**config.mk**
```make
export PLATFORM = sky130hd
export DESIGN_NAME = skid_reg_flat
export DESIGN_NICKNAME = d
export VERILOG_FILES = /design/src/rtl/skid_reg_if.sv /design/src/rtl/skid_reg.sv /design/src/flat_wrapper.sv
export SDC_FILE = /design/constraint.sdc
export NUM_CORES = 1
export LEC_CHECK = 0
export CORE_MARGIN = 2
export CORE_UTILIZATION = 40
export DETAILED_ROUTE_END_ITERATION = 6
export HOLD_SLACK_MARGIN = 0.12
export PLACE_DENSITY_LB_ADDON = 0.08
export SLEW_MARGIN = 40
export SYNTH_ARGS = -nofsm -noshare
export SYNTH_HDL_FRONTEND = slang
export SYNTH_SLANG_ARGS = --single-unit
```
**constraint.sdc**
```tcl
create_clock -name CLK -period 2.92 [get_ports CLK]
set_clock_uncertainty 0.2 [all_clocks]
set_input_delay 0.584 -clock CLK [delete_from_list [all_inputs] [get_ports CLK]]
set_output_delay 0.584 -clock CLK [all_outputs]
set_load 0.02 [all_outputs]
```
**src/rtl/skid_reg_if.sv**
```systemverilog
// Valid/ready handshake bundle for the skid_reg stage boundary.
// The master side is the stage that drives data in and drains data out;
// the slave side is the skid register itself.
interface skid_reg_if #(
    parameter int WIDTH = 8
);
    // Upstream (producer to skid register)
    logic             IN_VALID;
    logic             IN_READY;
    logic [WIDTH-1:0] IN_DATA;

    // Downstream (skid register to consumer)
    logic             OUT_VALID;
    logic             OUT_READY;
    logic [WIDTH-1:0] OUT_DATA;

    modport master (
        output IN_VALID,
        output IN_DATA,
        input  IN_READY,
        input  OUT_VALID,
        input  OUT_DATA,
        output OUT_READY
    );

    modport slave (
        input  IN_VALID,
        input  IN_DATA,
        output IN_READY,
        output OUT_VALID,
        output OUT_DATA,
        input  OUT_READY
    );
endinterface

```
**src/rtl/skid_reg.sv**
```systemverilog
// Two-entry valid/ready skid buffer.
// The head entry sits in the main register and drives OUT_DATA directly.
// A second (skid) register catches the one word that may arrive in the
// cycle downstream stalls. IN_READY is decoded from state only, so
// OUT_READY never reaches the upstream logic combinationally.
// A wrapping counter tracks completed output transfers for debug.
module skid_reg #(
    parameter int WIDTH = 8,
    parameter int CNT_W = 8
) (
    input  logic             CLK,
    input  logic             RN,
    skid_reg_if.slave        bus,
    output logic [CNT_W-1:0] XFER_CNT
);

    // EMPTY: nothing held; FULL: main only; SKID: main + skid.
    // 2'b11 is unused and recovers to EMPTY on the next edge.
    typedef enum logic [1:0] {
        EMPTY = 2'b00,
        FULL  = 2'b01,
        SKID  = 2'b10
    } state_t;

    state_t           state;
    logic [WIDTH-1:0] main_q;
    logic [WIDTH-1:0] skid_q;
    logic [CNT_W-1:0] cnt_q;
    logic             out_xfer;

    // Handshake flags come from the state register alone.
    always_comb begin
        bus.OUT_VALID = (state != EMPTY);
        bus.IN_READY  = (state != SKID);
        bus.OUT_DATA  = main_q;
        XFER_CNT      = cnt_q;
        out_xfer      = (state != EMPTY) && bus.OUT_READY;
    end

    // State, storage and transfer counter; reset clears everything at once.
    always_ff @(posedge CLK or negedge RN) begin
        if (!RN) begin
            state  <= EMPTY;
            main_q <= '0;
            skid_q <= '0;
            cnt_q  <= '0;
        end else begin
            if (out_xfer) begin
                cnt_q <= cnt_q + {{(CNT_W-1){1'b0}}, 1'b1};
            end

            case (state)
                EMPTY: begin
                    // OUT_READY has nothing to act on here.
                    if (bus.IN_VALID) begin
                        main_q <= bus.IN_DATA;
                        state  <= FULL;
                    end
                end
                FULL: begin
                    if (bus.IN_VALID && bus.OUT_READY) begin
                        // Head leaves while a new word replaces it.
                        main_q <= bus.IN_DATA;
                    end else if (bus.IN_VALID) begin
                        // Downstream stalled: park the new word in skid.
                        skid_q <= bus.IN_DATA;
                        state  <= SKID;
                    end else if (bus.OUT_READY) begin
                        // main keeps its stale value so OUT_DATA stays quiet.
                        state <= EMPTY;
                    end
                end
                SKID: begin
                    // IN_READY is low, so upstream data is ignored here.
                    if (bus.OUT_READY) begin
                        main_q <= skid_q;
                        state  <= FULL;
                    end
                end
                default: begin
                    state <= EMPTY;
                end
            endcase
        end
    end

endmodule

```
**src/flat_wrapper.sv**
```systemverilog
// flat-port wrapper written by rule: the top's interface ports become plain ports
module skid_reg_flat 
#(
    parameter int WIDTH = 8,
    parameter int CNT_W = 8
)
  (CLK, RN, XFER_CNT, bus_IN_VALID, bus_IN_DATA, bus_IN_READY, bus_OUT_VALID, bus_OUT_DATA, bus_OUT_READY);
  skid_reg_if #(.WIDTH(WIDTH)) bus_i ();
  input  logic CLK;
  input  logic RN;
  output logic [CNT_W-1:0] XFER_CNT;
  input wire logic [$bits(bus_i.IN_VALID)-1:0] bus_IN_VALID;
  input wire logic [$bits(bus_i.IN_DATA)-1:0] bus_IN_DATA;
  output wire logic [$bits(bus_i.IN_READY)-1:0] bus_IN_READY;
  output wire logic [$bits(bus_i.OUT_VALID)-1:0] bus_OUT_VALID;
  output wire logic [$bits(bus_i.OUT_DATA)-1:0] bus_OUT_DATA;
  input wire logic [$bits(bus_i.OUT_READY)-1:0] bus_OUT_READY;
  assign bus_i.IN_VALID = bus_IN_VALID;
  assign bus_i.IN_DATA = bus_IN_DATA;
  assign bus_IN_READY = bus_i.IN_READY;
  assign bus_OUT_VALID = bus_i.OUT_VALID;
  assign bus_OUT_DATA = bus_i.OUT_DATA;
  assign bus_i.OUT_READY = bus_OUT_READY;
  skid_reg #(.WIDTH(WIDTH), .CNT_W(CNT_W)) u_core (.CLK(CLK), .RN(RN), .bus(bus_i), .XFER_CNT(XFER_CNT));
endmodule
```
* After elaboration in Yosys (flattened, before gate mapping)
Cells that the tools add are included.
Widths: inputs -> output; s select.
** Word-level totals
- Output and inout port bits :: 18
- Flip-flop bits (word level) :: 26
- Word-level logic and storage cells :: 32
- Input bits :: 12
** Cells by class
- Bitwise logic cells :: 1
- Reduce and logical (&&, ||, !) cells :: 8
- Muxes and demuxes :: 10
- Eq/ne operators :: 8
- Add/sub/neg operators :: 1
** Operator list (number)
- $mux 8 :: 3
- $pmux 8 s3 :: 1
- $mux 2 :: 5
- $add 8x1->8 const B :: 1
- $ne 2x2->1 const B :: 4
- $reduce_and 4->1 :: 2
- $pmux 2 s3 :: 1
- $ne 3x3->1 const B :: 1
- $reduce_and 3->1 :: 1
- $reduce_bool 3->1 :: 1
- $eq 2x1->1 const B :: 1
- $eq 2x2->1 const B :: 1
- $logic_and 1x1->1 :: 2
- $logic_not 2->1 :: 1
- $ne 2x1->1 const B :: 1
- $reduce_bool 2->1 :: 1
- $not 1->1 :: 1

* Depth between registers and ports, before layout
Gate-level depths: netlist of run 1.
- Depth after elaboration :: 4
- Depth in mapped cells :: 4

* Least setup slack after synthesis of run 1
OpenSTA, ideal clock, no wires.
- Path type :: input to register
- Start point :: input port bus_OUT_READY
- End point :: register u_core.skid_q[0]
- Path buffers :: 2
- Stages on the path :: 4
- Data arrival time :: 1.514 ns
- Slack :: 1.081 ns
- Cells stage by stage :: buf_2 -> and4bb_2 -> buf_2 -> mux2_2
** Between the ends
- Cells in the longest elaborated chain, start to end :: 3
** Ends and longest elaborated chain
- from (decl) :: RTL line flat_wrapper.sv:17 : input wire logic [$bits(bus_i.OUT_READY)-1:0] bus_OUT_READY;
- $logic_and 1x1->1 :: RTL line skid_reg.sv:61 : if (bus.IN_VALID && bus.OUT_READY) begin
- $not 1->1 (no source line)
- $reduce_and 3->1 (no source line)
- to (signal assigned) :: RTL line skid_reg.sv:66 : skid_q <= bus.IN_DATA;
- to (decl) :: RTL line skid_reg.sv:27 : logic [WIDTH-1:0] skid_q;
Every way passes these cells.
A chain may end at the register's enable or synchronous reset.

* Worst setup path after layout of run 1
- Start point :: register u_core.state[0]
- End point :: output port bus_OUT_VALID
** Between the ends
- Cells in the longest elaborated chain, start to end :: 1
** Ends and longest elaborated chain
- from (decl) :: RTL line skid_reg.sv:25 : state_t state;
- from (signal assigned) :: RTL line skid_reg.sv:43 : state <= EMPTY;
- from (signal assigned) :: RTL line skid_reg.sv:57 : state <= FULL;
- from (signal assigned) :: RTL line skid_reg.sv:67 : state <= SKID;
- $reduce_bool 2->1 :: RTL line skid_reg.sv:33 : bus.OUT_VALID = (state != EMPTY);
- to (decl) :: RTL line flat_wrapper.sv:15 : output wire logic [$bits(bus_i.OUT_VALID)-1:0] bus_OUT_VALID;
Every way passes these cells.

==> results by group, run 1 <==
Floorplan
  – Row count: 20
  – Number of placed I/O pins: 30
  – Vertical die dimension: 59.6 um
  – Die Footprint: 3550 um2
  – Initial Utilization: 0.412
  – Core Box Area: 3000 um2
  – Width of the die: 59.6 um

Timing
  – Maximum clock rate: 400 MHz
  – Actual slew at the worst max-slew pin: 0.390 ns
  – Setup repair after global routing missed its margin: no
  – Number of failing setup endpoints in the final timing report: 0
  – Worst relative slew slack: 0.739
  – Final hold vios: 0
  – Post-Route Hold Slack: 0.271 ns
  – Time the final worst path needs with I/O delays and setup: 2.50 ns
  – Setup TNS: 0 ns
  – Final number of max-transition violations: 0
  – Final cycle utilization of the critical path: 0.855

Setup path
  – CP Data Arrival Time: 1.71 ns
  – Crit. End Element: primary output
  – Kind of launch point of the worst setup path: flop
  – Worst setup path class: reg2out
  – Crit-path max FO: 7
  – Required arrival time at the worst endpoint: 2.14 ns

Logic synthesis
  – Synth top area share: 0.526
  – Synthesized Nets: 99
  – Number of different library cells in the post-synthesis netlist: 25
  – Ranking of synthesized cells by area: sky130_fd_sc_hd__dfrtp_1 53%, sky130_fd_sc_hd__mux2_4 19%, sky130_fd_sc_hd__mux2_2 8.2%, sky130_fd_sc_hd__xor2_1 3.5%, sky130_fd_sc_hd__nand2_1 1.5%
  – Part of the Yosys area used for sequential elements: 0.526
  – Mapped Cells: 86
  – Mean cell area of the mapped netlist: 14.4 um2
  – Netlist area before placement: 1240 um2
  – Number of register bits inferred by synthesis: 26
  – Synth Warn #: 0
  – Cell type contributing the most total cell area after synthesis: sky130_fd_sc_hd__dfrtp_1

Cells and area
  – Final nets: 132
  – Share of cells above drive strength 1: 0.297
  – Antenna diodes: 0
  – Area added between synthesis and finish: 30.5%

Job
  – Number of maximum-capacitance constraint violations: 0

Global route
  – Number of global-route vias before repair: 786
  – Number of antenna violations at the first check in global routing: 0
  – Global-route wire length before repair: 3.53 mm
  – Pin count of the biggest net entering global routing: 27
  – Total global routing track utilization: 0.134
  – GRT overflow: 0

Pwr
  – Total power density per cell area: 837 nW/um2
  – Peak ir drop on the vdd network: 0.385 mV
  – P_leak: 0.000710 uW
  – Total power draw: 1350 uW

Placed design
  – Count of input and output buffers: 29
  – Routability cong.: 0.720
  – Post-detailed-placement half-perimeter wirelength: 1.49 mm

CTS
  – TritonCTS clock tree: yes
  – Number of H-tree levels: 1
  – Clock Sink Count: 26
  – Post-CTS Repair Setup Buffers: 0
  – Clock edge transition at the registers on the reported setup and hold paths: 0.14 ns
  – Resize count post-CTS: 0
  – CTS Hold Bufs: 0
  – Maximum number of buffers from clock root to sink: 2
  – Clock root cell: sky130_fd_sc_hd__clkbuf_4
  – Clock network latency to the later pin of the worst-skew pair: 0.32 ns
  – Total CTS buffers: 3

Route
  – Detailed-router iteration count before antenna repair: 2
  – Final wirelength: 2.06 mm
  – WL/cell: 13.6 um
  – Per-cell via count in the routed design: 4.91
  – Number of nets with antenna violations after routing: 0
  – Vias after detailed routing: 741
  – Residual DRC: 0
  – Number of design-rule violations left by the first detailed-router iteration: 12

Min path
  – Classification of the worst-slack hold path: reg2reg

Outcome
  – Result of the run: finished, final reports clean
## synth_stat cells
cell type                  number
sky130_fd_sc_hd__buf_6          1
sky130_fd_sc_hd__ha_1           1
sky130_fd_sc_hd__inv_1          1
sky130_fd_sc_hd__nor3b_1        1
sky130_fd_sc_hd__nand3_1        1
sky130_fd_sc_hd__mux2i_1        1
sky130_fd_sc_hd__nor2_1         3
sky130_fd_sc_hd__nand4_1        1
sky130_fd_sc_hd__mux2_4        16
sky130_fd_sc_hd__o21ai_4        1
sky130_fd_sc_hd__or2_2          1
sky130_fd_sc_hd__nor2b_2        1
sky130_fd_sc_hd__nor3_1         2
sky130_fd_sc_hd__o21bai_1       1
sky130_fd_sc_hd__nand2_1        5
sky130_fd_sc_hd__buf_2          2
sky130_fd_sc_hd__o22ai_1        1
sky130_fd_sc_hd__xnor2_1        2
sky130_fd_sc_hd__o211ai_1       1
sky130_fd_sc_hd__and4bb_2       1
sky130_fd_sc_hd__xor2_1         5
sky130_fd_sc_hd__dfrtp_1       26
sky130_fd_sc_hd__mux2_2         9
sky130_fd_sc_hd__nand3b_1       1
sky130_fd_sc_hd__a21oi_1        1
## cells by family after synthesis
| family | share of synthesized area |
|---|---|
| XOR/XNOR | 0.0495 |
| buffers and inverters | 0.0202 |
| AND/OR/NAND/NOR | 0.0758 |
| multiplexers | 0.284 |
| adder cells (fa/ha/maj) | 0.0101 |
| flip-flops | 0.526 |
| AO/OA/AOI/OAI | 0.0344 |
## through the flow
stage / area (um2) / utilization / setup WS, ns / std cells
global placement: 1560 / 0.520 / 0.528 / 147
floorplan: 1240 / - / 1.08 / 86
finish: 1620 / 0.538 / 0.423 / 151
CTS: 1620 / 0.538 / 0.404 / 151
detailed placement: 1560 / 0.520 / 0.472 / 147
global route: 1620 / 0.538 / 0.345 / 151
## flip-flops by register name, summed over array words and instances (netlist names)
register,cells
u_core.XFER_CNT,8
u_core.bus.OUT_DATA,8
u_core.state,2
u_core.skid_q,8
## worst max-delay path: stages, from the launching register on
cell                              delay (ns)
sky130_fd_sc_hd__dfrtp_1                0.50
sky130_fd_sc_hd__or2_2                  0.36
sky130_fd_sc_hd__clkdlybuf4s50_1        0.55
## worst paths after layout
check,start,end,slack [ns],cells after the start
worst max-delay path,u_core.state[0],bus_OUT_VALID,0.42,2
worst min-delay path,u_core.XFER_CNT[7],u_core.XFER_CNT[7],0.27,1
worst max register to register,u_core.state[1],u_core.bus.OUT_DATA[2],1.18,4
worst min register to register,u_core.XFER_CNT[7],u_core.XFER_CNT[7],0.27,1
max in group asynchronous,RN,u_core.XFER_CNT[3],1.85,2
min in group asynchronous,RN,u_core.bus.OUT_DATA[3],0.41,2
## area by class of cell
cell class	instances	area (um2)
fill	275	1390
clock inverter	1	30.0
inverter	1	3.75
timing repair buffer	31	305
clock buffer	3	22.5
tap	33	41.3
multi-input combinational	56	562
sequential	26	651
## per-layer routing
metal	vias to the layer above	track usage	share of wire
li1	368	-	-
met1	355	0.181	0.50
met2	16	0.209	0.44
met3	2	0.0240	0.048
met4	0	0.0571	0.0092
met5	-	0	0
## report_power, final
group | internal [uW] | switching, uW
logic | 305 | 222
registers | 482 | 96.4
clock network | 139 | 108
## placed cells by master, fill, tap and decap left out, types with 2 or more instances in the layout
cell,count
sky130_fd_sc_hd__nor2_1,3
sky130_fd_sc_hd__nand2_1,5
sky130_fd_sc_hd__clkbuf_4,3
sky130_fd_sc_hd__dfrtp_1,26
sky130_fd_sc_hd__clkdlybuf4s50_1,29
sky130_fd_sc_hd__buf_4,2
sky130_fd_sc_hd__nor3_1,2
sky130_fd_sc_hd__xnor2_1,2
sky130_fd_sc_hd__xor2_1,5
sky130_fd_sc_hd__mux2_4,16
sky130_fd_sc_hd__mux2_2,9
Note: power is estimated with default switching activity, not from simulation.
==> run 2, diff against run 1 <==
RECOVER_POWER = 50   (was unset)
==> run 2 against run 1 <==
Compared with the run above: count of clock-buffer cells in the layout unchanged; critical path type unchanged; utilization fell by 0.12 points; largest cell class unchanged; first-iteration DRC count stayed put; highest routed layer unchanged; critical path depth unchanged; sequential power is essentially flat; flip-flop and latch count unchanged.
==> results by group, run 2 (synthesis results as in run 1) <==
Timing
  – Number of failing setup endpoints in the final timing report: 0
  – Actual slew at the worst max-slew pin: 1.42 ns
  – Maximum clock rate: 400 MHz
  – Setup TNS: 0 ns
  – Final hold vios: 0
  – Time the final worst path needs with I/O delays and setup: 2.50 ns
  – Final number of max-transition violations: 0
  – Setup repair after global routing missed its margin: no
  – Worst relative slew slack: 0.0530
  – Final cycle utilization of the critical path: 0.856

Route
  – WL/cell: 13.7 um
  – Number of design-rule violations left by the first detailed-router iteration: 12
  – Residual DRC: 0
  – Detailed-router iteration count before antenna repair: 2
  – Final wirelength: 2.07 mm
  – Number of nets with antenna violations after routing: 0
  – Per-cell via count in the routed design: 4.91
  – Vias after detailed routing: 742

Cells and area
  – Most frequent cells in the layout: 27 x sky130_fd_sc_hd__clkdlybuf4s50_1, 26 x sky130_fd_sc_hd__dfrtp_1, 16 x sky130_fd_sc_hd__mux2_4
  – Fillcell total: 277
  – Final nets: 132
  – Area added between synthesis and finish: 30.2%
  – Most common cell after layout, fill and taps aside: sky130_fd_sc_hd__clkdlybuf4s50_1
  – Share of cells above drive strength 1: 0.280
  – Antenna diodes: 0
  – Area of combinational cells with multiple inputs: 562 um2
  – Register area: 651 um2

Setup path
  – Crit. End Element: primary output
  – Worst setup path class: reg2out
  – Worst-case register-to-register setup slack: 1.18 ns
  – Number of cells on the worst reg-to-reg path: 4
  – Critical Path Start: u_core.state[0]
  – CP Data Arrival Time: 1.72 ns
  – Startpoint of the worst-slack reg-to-reg timing path: u_core.state[1]
  – Required arrival time at the worst endpoint: 2.14 ns
  – Crit-path max FO: 7
  – Endpoint of the lowest-slack register-to-register path: u_core.bus.OUT_DATA[2]
  – Kind of launch point of the worst setup path: flop
  – Crit path capture: bus_OUT_VALID

Pwr
  – Total power density per cell area: 838 nW/um2
  – P_leak: 0.000709 uW
  – Peak ir drop on the vdd network: 0.384 mV
  – Total power draw: 1350 uW

Floorplan
  – Die Footprint: 3550 um2
  – Initial Utilization: 0.412
  – Width of the die: 59.6 um
  – Row count: 20
  – Core Box Area: 3000 um2
  – Number of placed I/O pins: 30
  – Vertical die dimension: 59.6 um

Global route
  – Global-route wire length before repair: 3.53 mm
  – Number of global-route vias before repair: 786
  – GRT overflow: 0
  – Total global routing track utilization: 0.134
  – Number of antenna violations at the first check in global routing: 0
  – Pin count of the biggest net entering global routing: 27

CTS
  – Total CTS buffers: 3
  – Clock Sink Count: 26
  – Number of H-tree levels: 1
  – Resize count post-CTS: 0
  – Maximum number of buffers from clock root to sink: 2
  – Post-CTS Repair Setup Buffers: 0
  – TritonCTS clock tree: yes
  – Clock root cell: sky130_fd_sc_hd__clkbuf_4
  – Clock network latency to the later pin of the worst-skew pair: 0.32 ns
  – Clock edge transition at the registers on the reported setup and hold paths: 0.14 ns
  – CTS Hold Bufs: 0

Min path
  – Worst Hold Depth: 1
  – Classification of the worst-slack hold path: reg2reg

Job
  – Number of maximum-capacitance constraint violations: 0

Outcome
  – Result of the run: finished, final reports clean

Placed design
  – Routability cong.: 0.720
  – Count of input and output buffers: 29
  – Post-detailed-placement half-perimeter wirelength: 1.49 mm
[run 2: cell count changes in the layout (fill, tap and decap cells not counted)]
cell | previous run | this run
sky130_fd_sc_hd__clkdlybuf4s50_1 | 29 | 27
sky130_fd_sc_hd__dlygate4sd3_1 | 0 | 2
sky130_fd_sc_hd__and4bb_1 | 0 | 1
sky130_fd_sc_hd__and4bb_2 | 1 | 0
sky130_fd_sc_hd__buf_4 | 2 | 1
sky130_fd_sc_hd__clkbuf_1 | 0 | 1
[run 2: cell type report]
cell class,instances,area share
tap,33,0.0256
clock buffer,3,0.0140
multi-input combinational,56,0.349
sequential,26,0.404
clock inverter,1,0.0186
inverter,1,0.00233
timing repair buffer,31,0.187
[run 2: routing by layer]
layer  GRT usage  vias up  wire length [um]
li1            -      367                 -
met5           0        -                 0
met4      0.0571        0                19
met1       0.181      357              1040
met2       0.209       16               905
met3      0.0240        2                98
[run 2: how the worst min path moves through the flow]
stage | startpoint | to | slack [ns]
finish | u_core.XFER_CNT[7] | u_core.XFER_CNT[7] | 0.27
global route | u_core.XFER_CNT[7] | u_core.XFER_CNT[7] | 0.31
CTS | u_core.XFER_CNT[7] | u_core.XFER_CNT[7] | 0.28
detailed placement | u_core.XFER_CNT[7] | u_core.XFER_CNT[7] | 0.26
global placement | u_core.XFER_CNT[7] | u_core.XFER_CNT[7] | 0.26
floorplan | RN | u_core.XFER_CNT[0] | 0.09
[run 2: power by group]
group	switching (uW)	internal [uW]	total, uW
Sequential	96.6	482	579
Clock	108	139	247
Combinational	222	304	526
Total	426	925	1350
[run 2: critical path, cell delays in order (launching register included)]
cell and delay [ns]:
sky130_fd_sc_hd__dfrtp_1 0.50, sky130_fd_sc_hd__or2_2 0.36, sky130_fd_sc_hd__clkdlybuf4s50_1 0.55
[run 2: through the flow]
stage	cell area, um2	hold slack [ns]	util	instances	setup slack (ns)
CTS	1620	0.281	0.538	151	0.404
global route	1610	0.314	0.537	151	0.345
global placement	1560	0.258	0.520	147	0.528
detailed placement	1560	0.262	0.520	147	0.472
floorplan	1240	0.0884	-	86	1.08
finish	1610	0.271	0.537	151	0.420
